## config.mk

```make
export PLATFORM = sky130hd
export DESIGN_NAME = rmw_ooo_engine
export DESIGN_NICKNAME = d
export VERILOG_FILES = /design/src/rtl/rmw_ooo_engine_pkg.sv /design/src/rtl/rmw_ooo_engine_alu.sv /design/src/rtl/rmw_ooo_engine.sv
export SDC_FILE = /design/constraint.sdc
export NUM_CORES = 1
export LEC_CHECK = 0
export CORE_MARGIN = 4
export CORE_UTILIZATION = 27
export DETAILED_ROUTE_END_ITERATION = 7
export REMOVE_ABC_BUFFERS = 1
export SYNTH_ARGS = -nofsm -noshare
export SYNTH_HDL_FRONTEND = slang
export SYNTH_SLANG_ARGS = --single-unit
```

## constraint.sdc

```tcl
create_clock -name clk -period 8.9 [get_ports clk]
set_input_delay 1.78 -clock clk [delete_from_list [all_inputs] [get_ports clk]]
set_output_delay 1.78 -clock clk [all_outputs]
set_load 0.05 [all_outputs]
```

## src/rtl/rmw_ooo_engine_pkg.sv

```systemverilog
// Shared types, default sizes and width helpers for the out-of-order RMW engine.
// Latency: n/a (declarations only).
// Backpressure: n/a.
package rmw_ooo_engine_pkg;

    typedef enum logic [2:0] {
        OP_NOP  = 3'd0,
        OP_ADDI = 3'd1,
        OP_SUBI = 3'd2,
        OP_MOVI = 3'd3,
        OP_ANDI = 3'd4,
        OP_ORI  = 3'd5,
        OP_XORI = 3'd6,
        OP_RSVD = 3'd7
    } op_t;

    localparam int DEF_W      = 32;
    localparam int DEF_N_ID   = 64;
    localparam int DEF_N_TAG  = 4;
    localparam int DEF_SAT_EN = 0;

    // Index width that never collapses to zero bits.
    function automatic int idx_w(input int n);
        return (n > 1) ? $clog2(n) : 1;
    endfunction

    // Counter width able to hold the value n itself.
    function automatic int cnt_w(input int n);
        return $clog2(n) + 1;
    endfunction

endpackage

```

## src/rtl/rmw_ooo_engine_alu.sv

```systemverilog
// Modify step of the read-modify-write: applies op to the returned word and immediate.
// Latency: combinational.
// Backpressure: none, pure function of its inputs.
module rmw_ooo_engine_alu
    import rmw_ooo_engine_pkg::*;
#(
    parameter int W      = DEF_W,
    parameter int SAT_EN = DEF_SAT_EN
) (
    input  logic [2:0]   op,
    input  logic [W-1:0] rd,
    input  logic [W-1:0] imm,
    output logic [W-1:0] res
);

    logic [W:0] sum;
    logic [W:0] dif;

    // One extra bit on add/sub exposes carry/borrow for unsigned clamping.
    always_comb begin
        sum = {1'b0, rd} + {1'b0, imm};
        dif = {1'b0, rd} - {1'b0, imm};
        res = rd;
        case (op_t'(op))
            OP_ADDI: res = (SAT_EN != 0 && sum[W]) ? {W{1'b1}} : sum[W-1:0];
            OP_SUBI: res = (SAT_EN != 0 && dif[W]) ? {W{1'b0}} : dif[W-1:0];
            OP_MOVI: res = imm;
            OP_ANDI: res = rd & imm;
            OP_ORI:  res = rd | imm;
            OP_XORI: res = rd ^ imm;
            default: res = rd;
        endcase
    end

endmodule

```

## src/rtl/rmw_ooo_engine.sv

```systemverilog
// Out-of-order read-modify-write engine: tags lookups, applies op on return, writes back.
// Latency: lookup 1 cycle after accept; writeback/completion 1 cycle after return.
// Backpressure: iss_rdy_w drops when all tags are busy or the issued id is already in flight.
module rmw_ooo_engine
    import rmw_ooo_engine_pkg::*;
#(
    parameter int W      = DEF_W,
    parameter int N_ID   = DEF_N_ID,
    parameter int N_TAG  = DEF_N_TAG,
    parameter int SAT_EN = DEF_SAT_EN,
    localparam int IW    = idx_w(N_ID),
    localparam int TW    = idx_w(N_TAG),
    localparam int CW    = cnt_w(N_TAG)
) (
    input  logic          clk,
    input  logic          rst_n,
    input  logic          iss_vld_r,
    input  logic [IW-1:0] iss_id_r,
    input  logic [2:0]    iss_op_r,
    input  logic [W-1:0]  iss_imm_r,
    output logic          iss_rdy_w,
    output logic          tbl_rd_r,
    output logic [IW-1:0] tbl_rd_id_r,
    output logic [TW-1:0] tbl_rd_itag_r,
    input  logic          tbl_rd_word_vld_r,
    input  logic [W-1:0]  tbl_rd_word_r,
    input  logic [TW-1:0] tbl_rd_ctag_r,
    output logic          tbl_wr_r,
    output logic [IW-1:0] tbl_wr_id_r,
    output logic [W-1:0]  tbl_wr_word_r,
    output logic          cmpl_vld_r,
    output logic [IW-1:0] cmpl_id_r,
    output logic [W-1:0]  cmpl_word_r,
    output logic [CW-1:0] inflight_r,
    output logic          err_r
);

    logic [N_TAG-1:0] tag_vld;
    logic [N_TAG-1:0] tag_vld_nxt;
    logic [IW-1:0]    tag_id  [N_TAG];
    logic [2:0]       tag_op  [N_TAG];
    logic [W-1:0]     tag_imm [N_TAG];

    // Low for the first edge after reset release so stale returns are ignored quietly.
    logic             alive;

    logic             any_free;
    logic             id_hit;
    logic [TW-1:0]    free_tag;
    logic             acc;
    logic             ret_hit;
    logic             ret_bad;
    logic [IW-1:0]    ret_id;
    logic [2:0]       ret_op;
    logic [W-1:0]     ret_imm;
    logic [W-1:0]     ret_res;
    logic [CW-1:0]    cnt_nxt;

    // Lowest free tag (descending scan, last write wins) and same-id hazard detect.
    always_comb begin
        any_free = 1'b0;
        id_hit   = 1'b0;
        free_tag = '0;
        for (int t = N_TAG - 1; t >= 0; t--) begin
            if (!tag_vld[t]) begin
                any_free = 1'b1;
                free_tag = TW'(t);
            end
            if (tag_vld[t] && tag_id[t] == iss_id_r) begin
                id_hit = 1'b1;
            end
        end
    end

    assign iss_rdy_w = alive && any_free && !id_hit;
    assign acc       = iss_vld_r && iss_rdy_w;

    // Match the return tag against live entries and pick out the stored op context.
    always_comb begin
        ret_hit = 1'b0;
        ret_id  = '0;
        ret_op  = '0;
        ret_imm = '0;
        for (int t = 0; t < N_TAG; t++) begin
            if (tbl_rd_ctag_r == TW'(t)) begin
                ret_hit = alive && tbl_rd_word_vld_r && tag_vld[t];
                ret_id  = tag_id[t];
                ret_op  = tag_op[t];
                ret_imm = tag_imm[t];
            end
        end
        ret_bad = alive && tbl_rd_word_vld_r && !ret_hit;
    end

    rmw_ooo_engine_alu #(
        .W      (W),
        .SAT_EN (SAT_EN)
    ) u_alu (
        .op  (ret_op),
        .rd  (tbl_rd_word_r),
        .imm (ret_imm),
        .res (ret_res)
    );

    // Next tag occupancy: a return frees its tag, an accept claims a different (currently free) one.
    always_comb begin
        tag_vld_nxt = tag_vld;
        cnt_nxt     = '0;
        for (int t = 0; t < N_TAG; t++) begin
            if (ret_hit && tbl_rd_ctag_r == TW'(t)) tag_vld_nxt[t] = 1'b0;
            if (acc && free_tag == TW'(t))          tag_vld_nxt[t] = 1'b1;
        end
        for (int t = 0; t < N_TAG; t++) begin
            cnt_nxt = cnt_nxt + CW'(tag_vld_nxt[t]);
        end
    end

    // Tag array: occupancy every cycle, op context captured on accept.
    always_ff @(posedge clk or negedge rst_n) begin
        if (!rst_n) begin
            tag_vld <= '0;
            for (int t = 0; t < N_TAG; t++) begin
                tag_id[t]  <= '0;
                tag_op[t]  <= '0;
                tag_imm[t] <= '0;
            end
        end else begin
            tag_vld <= tag_vld_nxt;
            if (acc) begin
                tag_id[free_tag]  <= iss_id_r;
                tag_op[free_tag]  <= iss_op_r;
                tag_imm[free_tag] <= iss_imm_r;
            end
        end
    end

    // Registered lookup, writeback, completion and status outputs.
    always_ff @(posedge clk or negedge rst_n) begin
        if (!rst_n) begin
            alive         <= 1'b0;
            tbl_rd_r      <= 1'b0;
            tbl_rd_id_r   <= '0;
            tbl_rd_itag_r <= '0;
            tbl_wr_r      <= 1'b0;
            tbl_wr_id_r   <= '0;
            tbl_wr_word_r <= '0;
            cmpl_vld_r    <= 1'b0;
            cmpl_id_r     <= '0;
            cmpl_word_r   <= '0;
            inflight_r    <= '0;
            err_r         <= 1'b0;
        end else begin
            alive      <= 1'b1;
            tbl_rd_r   <= acc;
            tbl_wr_r   <= ret_hit;
            cmpl_vld_r <= ret_hit;
            err_r      <= ret_bad;
            inflight_r <= cnt_nxt;
            if (acc) begin
                tbl_rd_id_r   <= iss_id_r;
                tbl_rd_itag_r <= free_tag;
            end
            if (ret_hit) begin
                tbl_wr_id_r   <= ret_id;
                tbl_wr_word_r <= ret_res;
                cmpl_id_r     <= ret_id;
                cmpl_word_r   <= ret_res;
            end
        end
    end

endmodule

```

==> impl_metrics.tcl, run 1 <==
set metrics [dict create \
    final_antenna_net_count 0 \
    yosys-top-cells-count "dfrtp_1, mux2_2, nand2_1" \
    worst_ep_required_time_ns 9.31 \
    crit_top_cell "o21ai_0" \
    drt_iter0_drc 718 \
    wl_per_cell_um 19.9 \
    fmaxAchievable_mhz 142 \
    crit_type "input pin to flop" \
    layout-drive-gt1-share_pct 19.2 \
    vdd_drop_max_mv 0.181 \
    yosys.cell_types.count 70 \
    dp_slack_ns 1.46 \
    grt-ovfl-total 0 \
    rsz0062_at_grt "no" \
    drc 0 \
    die_area_um2 57100 \
    cp_max_fo 24 \
    post-route-min-period_ns 7.04 \
    max_cap_viol_count 0 \
    area.growth.synth_to_final_pct 20.7 \
    ys_seq_area_share_pct 38.4 \
    cts-buffers-inserted 25 \
    grt_max_degree 88 \
    hold_viol 0 \
    finalInstanceArea_um2 17400 \
    yosys_warnings 0 \
    top_usage_layer "met2" \
    vias 11163 \
    clock_sinks 221 \
    met3_usage_pct 3.06 \
    start_util_pct 27.4 \
    dr.pass1.iters 6 \
    synthTopCellsByArea "dfrtp_1, mux2_2, ha_1" \
    maxSlewViolCount 0 \
    skew_ns 0.0241 \
    crit_buf_inv 2 \
    core_region_area_um2 52700 \
    status "finished, final reports clean" \
    clockBufferDepth 3 \
    clkTransAtPathRegs_ns 0.06 \
    powerDensity_nw_per_um2 441 \
    syn_inst 1381 \
    clk_latency_ns 0.56 \
    ctsHoldBuffers 0 \
    netlist_area_um2 14400 \
    cts_resized 0 \
    holdWs_ns 0.486 \
    grt_pass1_wl_mm 67.9 \
    die_height_um 239 \
    synthArstFlopShare_pct 100 \
    crit_path_end_kind "flop" \
    crit_chain "buf_4 > mux2i_1 > mux2_2 > nor2_1 > nand2_1 > o21ai_0 > inv_1 > ha_1 > nand2b_1 > a21oi_1 > o211ai_1 > a2111oi_0 > o21ai_0 > o21ai_0 > a221oi_1 > nor3b_1 > a211oi_1" \
    synth-edff-count 0 \
    cts_setup_buffers 0 \
    io_pins 171 \
    grt_pass1_vias 11358 \
    finalSetupTns_ns 0 \
    viasPerCell 5.08 \
    gp_congestion 0.932 \
    cts_tree "built" \
    arrival_ns 7.45 \
    htree_num_levels 1 \
    setup_viol 0 \
    hold_class "flop to flop" \
    worst_pin_slew_ns 0.932 \
    rows 84 \
    routed_wl_mm 43.7 \
    synthFlopType "dfrtp_1" \
    clockRootBuffer "clkbuf_16" \
    fin_nets 1668 \
    die_width_um 239 \
    leakagePower_nw 7.42 \
    use_met2_pct 25.0 \
    slowest_delay_ns 0.79 \
    slew_headroom_pct 37.9 \
    finalPower_mw 7.67 \
    layout_setup_ws_ns 1.86 \
    dpl_cell_area_um2 16600 \
    fin_crit_sh_pct 79.1 \
    yosys.area.top_type "dfrtp_1" \
    track_usage_pct 15.0 \
    crit_slowest_cell "a2111oi_0" \
    dp_hpwl_mm 31.5 \
    cp_top_family "compound AO/OA/AOI/OAI gates" \
    antenna_found_initial 10 \
    yosysTopAreaCellShare_pct 38.4 \
    grt.met1_usage_pct 19.8 \
    start_kind "input pin" \
    avgSynthCellArea_um2 10.4 \
    yosysMostFrequentCell "dfrtp_1" \
    ys_seq_elements 221 \
    port_buffers 170 \
]
## stage by stage
stage	util [%]	cells
floorplan	-	1269
global placement	31.5	2149
detailed placement	31.5	2149
CTS	33.0	2193
global route	33.0	2194
finish	33.0	2199
## registers in the layout (all words and copies together) (netlist names)
signal,count
alive,1
cmpl_id_r,6
cmpl_vld_r,1
cmpl_word_r,32
err_r,1
inflight_r,3
tag_id,24
tag_imm,128
tag_op,12
tag_vld,4
tbl_rd_id_r,6
tbl_rd_itag_r,2
tbl_rd_r,1
## kinds of logic after synthesis
family                     Yosys count  share of synthesized area (%)
xor gates and xnor gates            78                           4.74
AOI/OAI and AO/OA                  309                           13.4
buffers and inverters              189                           6.18
adders and majority gates          101                           8.87
and+or+nand+nor                    266                           8.50
muxes                              216                           19.9
DFF                                221                           38.4
other                                1                         0.0260
## cell type report
cell class	count	area, um2
sequential	221	5530
multi-input combinational	971	8020
fill	5268	35300
timing repair buffer	192	1860
antenna	6	15.0
clock buffer	33	686
inverter	77	289
tap	688	861
clock inverter	11	131
## placed cells by master (no fill, tap or decap), drive strengths merged, types with 3 or more instances in the layout
cell	Yosys	routed
nand2b	10	10
clkdlybuf4s50	0	167
o22ai	14	14
clkinv	0	5
clkinvlp	0	3
nor3	23	23
ha	99	99
o21ai	104	104
nand2	110	110
or3	6	6
a21o	14	14
clkbuf	52	33
buf	60	25
a31oi	10	10
a211oi	14	14
o211ai	7	7
xor2	21	21
o31ai	10	10
nand4	10	10
and2	3	3
nand3	12	12
a41oi	3	3
mux2	168	168
a22oi	8	8
nor2b	3	3
o221ai	13	13
xnor2	57	57
o21bai	3	3
dfrtp	221	221
a221oi	14	14
a21oi	72	72
diode	0	6
mux2i	9	9
nor2	70	70
mux4	39	39
inv	77	78
nor4	10	10
o21a	7	7
## tightest hold or removal path, cell delays in order (launching register included)
cell and delay (ns):
dfrtp_1 0.35, nand2_1 0.05, nand2_1 0.06
## routing by layer
metal	routed length, um	share of wire, %
met3	2420	5.5
met2	20900	48
met5	56	0.13
met4	1120	2.6
met1	19200	44
## worst paths after layout
check | depth (start not counted) | endpoint | slack, ns | startpoint
hold reg to reg | 2 | tbl_rd_id_r[2] | 0.49 | tbl_rd_id_r[2]
setup / recovery | 17 | cmpl_word_r[29] | 1.86 | tbl_rd_ctag_r[0]
hold / removal | 2 | tbl_rd_id_r[2] | 0.49 | tbl_rd_id_r[2]
min in group asynchronous | 1 | tag_imm[86] | 1.23 | rst_n
setup reg to reg | 16 | cmpl_word_r[29] | 3.31 | tag_op[1]
max in group asynchronous | 2 | tag_imm[49] | 6.20 | rst_n
## where the power goes
| part | internal [mW] | switching (mW) |
|---|---|---|
| clock | 0.603 | 0.429 |
| sequential | 1.49 | 0.315 |
| combinational | 1.95 | 2.89 |
Power figures use the tool's default switching activity.
==> inputs of run 2 (changes only) <==
==> constraint.sdc (replaced) <==
create_clock -name clk -period 6.03 [get_ports clk]
set_input_delay 1.206 -clock clk [delete_from_list [all_inputs] [get_ports clk]]
set_output_delay 1.206 -clock clk [all_outputs]
set_load 0.05 [all_outputs]
==> run 2 against run 1 <==
Against the previous run: wire length increased by 3.5%; count of clock-buffer cells in the layout increased by 3; register-to-register slack got worse by 2.3 ns; worst hold slack got worse by 0.0068 ns; final area increased by 3.3%; utilization increased by 1.1 points; clock power increased by 46%; final cell count increased by 3.2%; sequential share of layout area decreased by 1.0 points; critical path depth increased by 2; largest cell class unchanged.
==> impl_metrics.tcl, run 2 (same netlist as run 1, synthesis figures left out) <==
set metrics [dict create \
    arrival_ns 6.14 \
    dr.pass1.iters 5 \
    leakagePower_nw 7.78 \
    dp_hpwl_mm 33.0 \
    utilization_pct 34.1 \
    fmaxAchievable_mhz 176 \
    reg2reg_to "cmpl_word_r[31]" \
    fin_nets 1741 \
    dpl_cell_area_um2 17200 \
    setup_viol 0 \
    hold_depth 2 \
    final_antenna_net_count 0 \
    worst_ep_required_time_ns 6.48 \
    die_area_um2 57100 \
    worst_pin_slew_ns 0.838 \
    clockBufferDepth 3 \
    clkTransAtPathRegs_ns 0.07 \
    fin_crit_sh_pct 94.4 \
    gp_congestion 0.908 \
    crit_path_end_kind "flop" \
    final_common_cell "dfrtp_1" \
    rsz0062_at_grt "no" \
    cell_internal_pwr_mw 6.36 \
    finalInstanceArea_um2 18000 \
    vdd_drop_max_mv 0.288 \
    max_cap_viol_count 0 \
    r2r_slack_ns 1.05 \
    grt_max_degree 119 \
    swShare_pct 46.2 \
    start_kind "input pin" \
    p_comb_share_pct 64.7 \
    area.growth.synth_to_final_pct 24.7 \
    cts_setup_buffers 0 \
    die_height_um 239 \
    crit_type "input pin to flop" \
    routed_wl_mm 45.3 \
    die_width_um 239 \
    vias 11368 \
    hold_class "flop to flop" \
    largest_reg_flops 128 \
    cts_tree "built" \
    drc 0 \
    track_usage_pct 15.5 \
    viasPerCell 5.01 \
    htree_num_levels 1 \
    ff2ff_path_depth 18 \
    clockRootBuffer "clkbuf_16" \
    endpoint "cmpl_word_r[31]" \
    rows 84 \
    reg2reg_from "tag_imm[3]" \
    clock_sinks 221 \
    port_buffers 170 \
    reg_top3 "tag_imm x128, cmpl_word_r x32, tag_id x24" \
    layout-drive-gt1-share_pct 22.7 \
    post-route-min-period_ns 5.69 \
    seqPwrFrac_pct 22.6 \
    skew_ns 0.0296 \
    drt_iter0_drc 753 \
    maxSlewViolCount 0 \
    power_frac_clock_pct 12.7 \
    grt_pass1_vias 11943 \
    cp_max_fo 15 \
    grt-ovfl-total 0 \
    cts_resized 0 \
    wl_per_cell_um 20.0 \
    ctsHoldBuffers 0 \
    layout_common_cells "dfrtp_1, mux2_2, clkdlybuf4s50_1, nand2_1, o21ai_0" \
    p_switching_mw 5.45 \
    slew_headroom_pct 43.9 \
    status "finished, final reports clean" \
    hold_viol 0 \
    antenna_found_initial 8 \
    io_pins 171 \
    cts-buffers-inserted 25 \
    start_util_pct 27.4 \
    core_region_area_um2 52700 \
    clk_latency_ns 0.55 \
    worstSetupStartpoint "tbl_rd_ctag_r[0]" \
    grt_pass1_wl_mm 70.3 \
    top_register "tag_imm" \
    powerDensity_nw_per_um2 658 \
]
==> run 2: cell type report <==
type | instances | area [um2]
Timing Repair Buffer | 265 | 2470
Clock inverter | 6 | 86.3
Tap cell | 688 | 861
Antenna cell | 5 | 12.5
Sequential cell | 221 | 5530
Clock buffer | 36 | 697
Inverter | 77 | 289
Multi-Input combinational cell | 971 | 8020
Fill cell | 5255 | 34700
==> run 2: through the flow <==
stage	instances	hold WS, ns	TNS (ns)	setup WS [ns]	power (mW)
4_1_cts	2264	0.482	0	0.193	11.9
3_5_place_dp	2222	0.467	-0.776	-0.348	10.3
5_1_grt	2264	0.509	0	0.0732	12.7
6_report	2269	0.479	0	0.339	11.8
3_3_place_gp	2222	0.463	-0.780	-0.349	10.1
2_1_floorplan	1269	0.471	-0.618	-0.301	7.60
==> run 2: power by group through the flow <==
stage / Sequential [mW] / Combinational (mW) / Clock (mW)
after CTS: 2.68 / 7.64 / 1.56
after global placement: 2.65 / 7.49 / 0
after floorplan: 3.42 / 4.18 / 0
after global routing: 2.76 / 8.32 / 1.62
final: 2.67 / 7.65 / 1.50
after detailed placement: 2.70 / 7.60 / 0
==> run 2: worst min path at each step <==
| stage | start | endpoint |
|---|---|---|
| CTS | tbl_rd_id_r[2] | tbl_rd_id_r[2] |
| detailed placement | tbl_rd_id_r[2] | tbl_rd_id_r[2] |
| global route | tag_imm[46] | tag_imm[46] |
| floorplan | tag_imm[74] | tag_imm[74] |
| global placement | tbl_rd_id_r[1] | tbl_rd_id_r[1] |
| finish | tbl_rd_id_r[1] | tbl_rd_id_r[1] |
==> run 2: per-layer routing <==
metal	share of wire, %	global-route usage, %	vias to the layer above
li1	-	-	5307
met1	43	20.3	5724
met2	49	26.8	278
met3	6.2	3.25	51
met4	1.5	3.29	8
met5	0.15	0	-
==> run 2: worst max-delay path: stages <==
cell and delay (ns):
buf_4 0.31, mux4_2 0.59, nor4_2 0.40, nand2_1 0.13
nor4_1 0.25, buf_4 0.18, nor2_1 0.04, xnor2_1 0.13
ha_1 0.31, nand2_1 0.08, or3b_1 0.36, o211a_1 0.16
a2111oi_1 0.46, buf_4 0.20, o21ai_0 0.21, o31ai_1 0.40
xnor2_1 0.19, mux2_4 0.33, o221ai_2 0.16
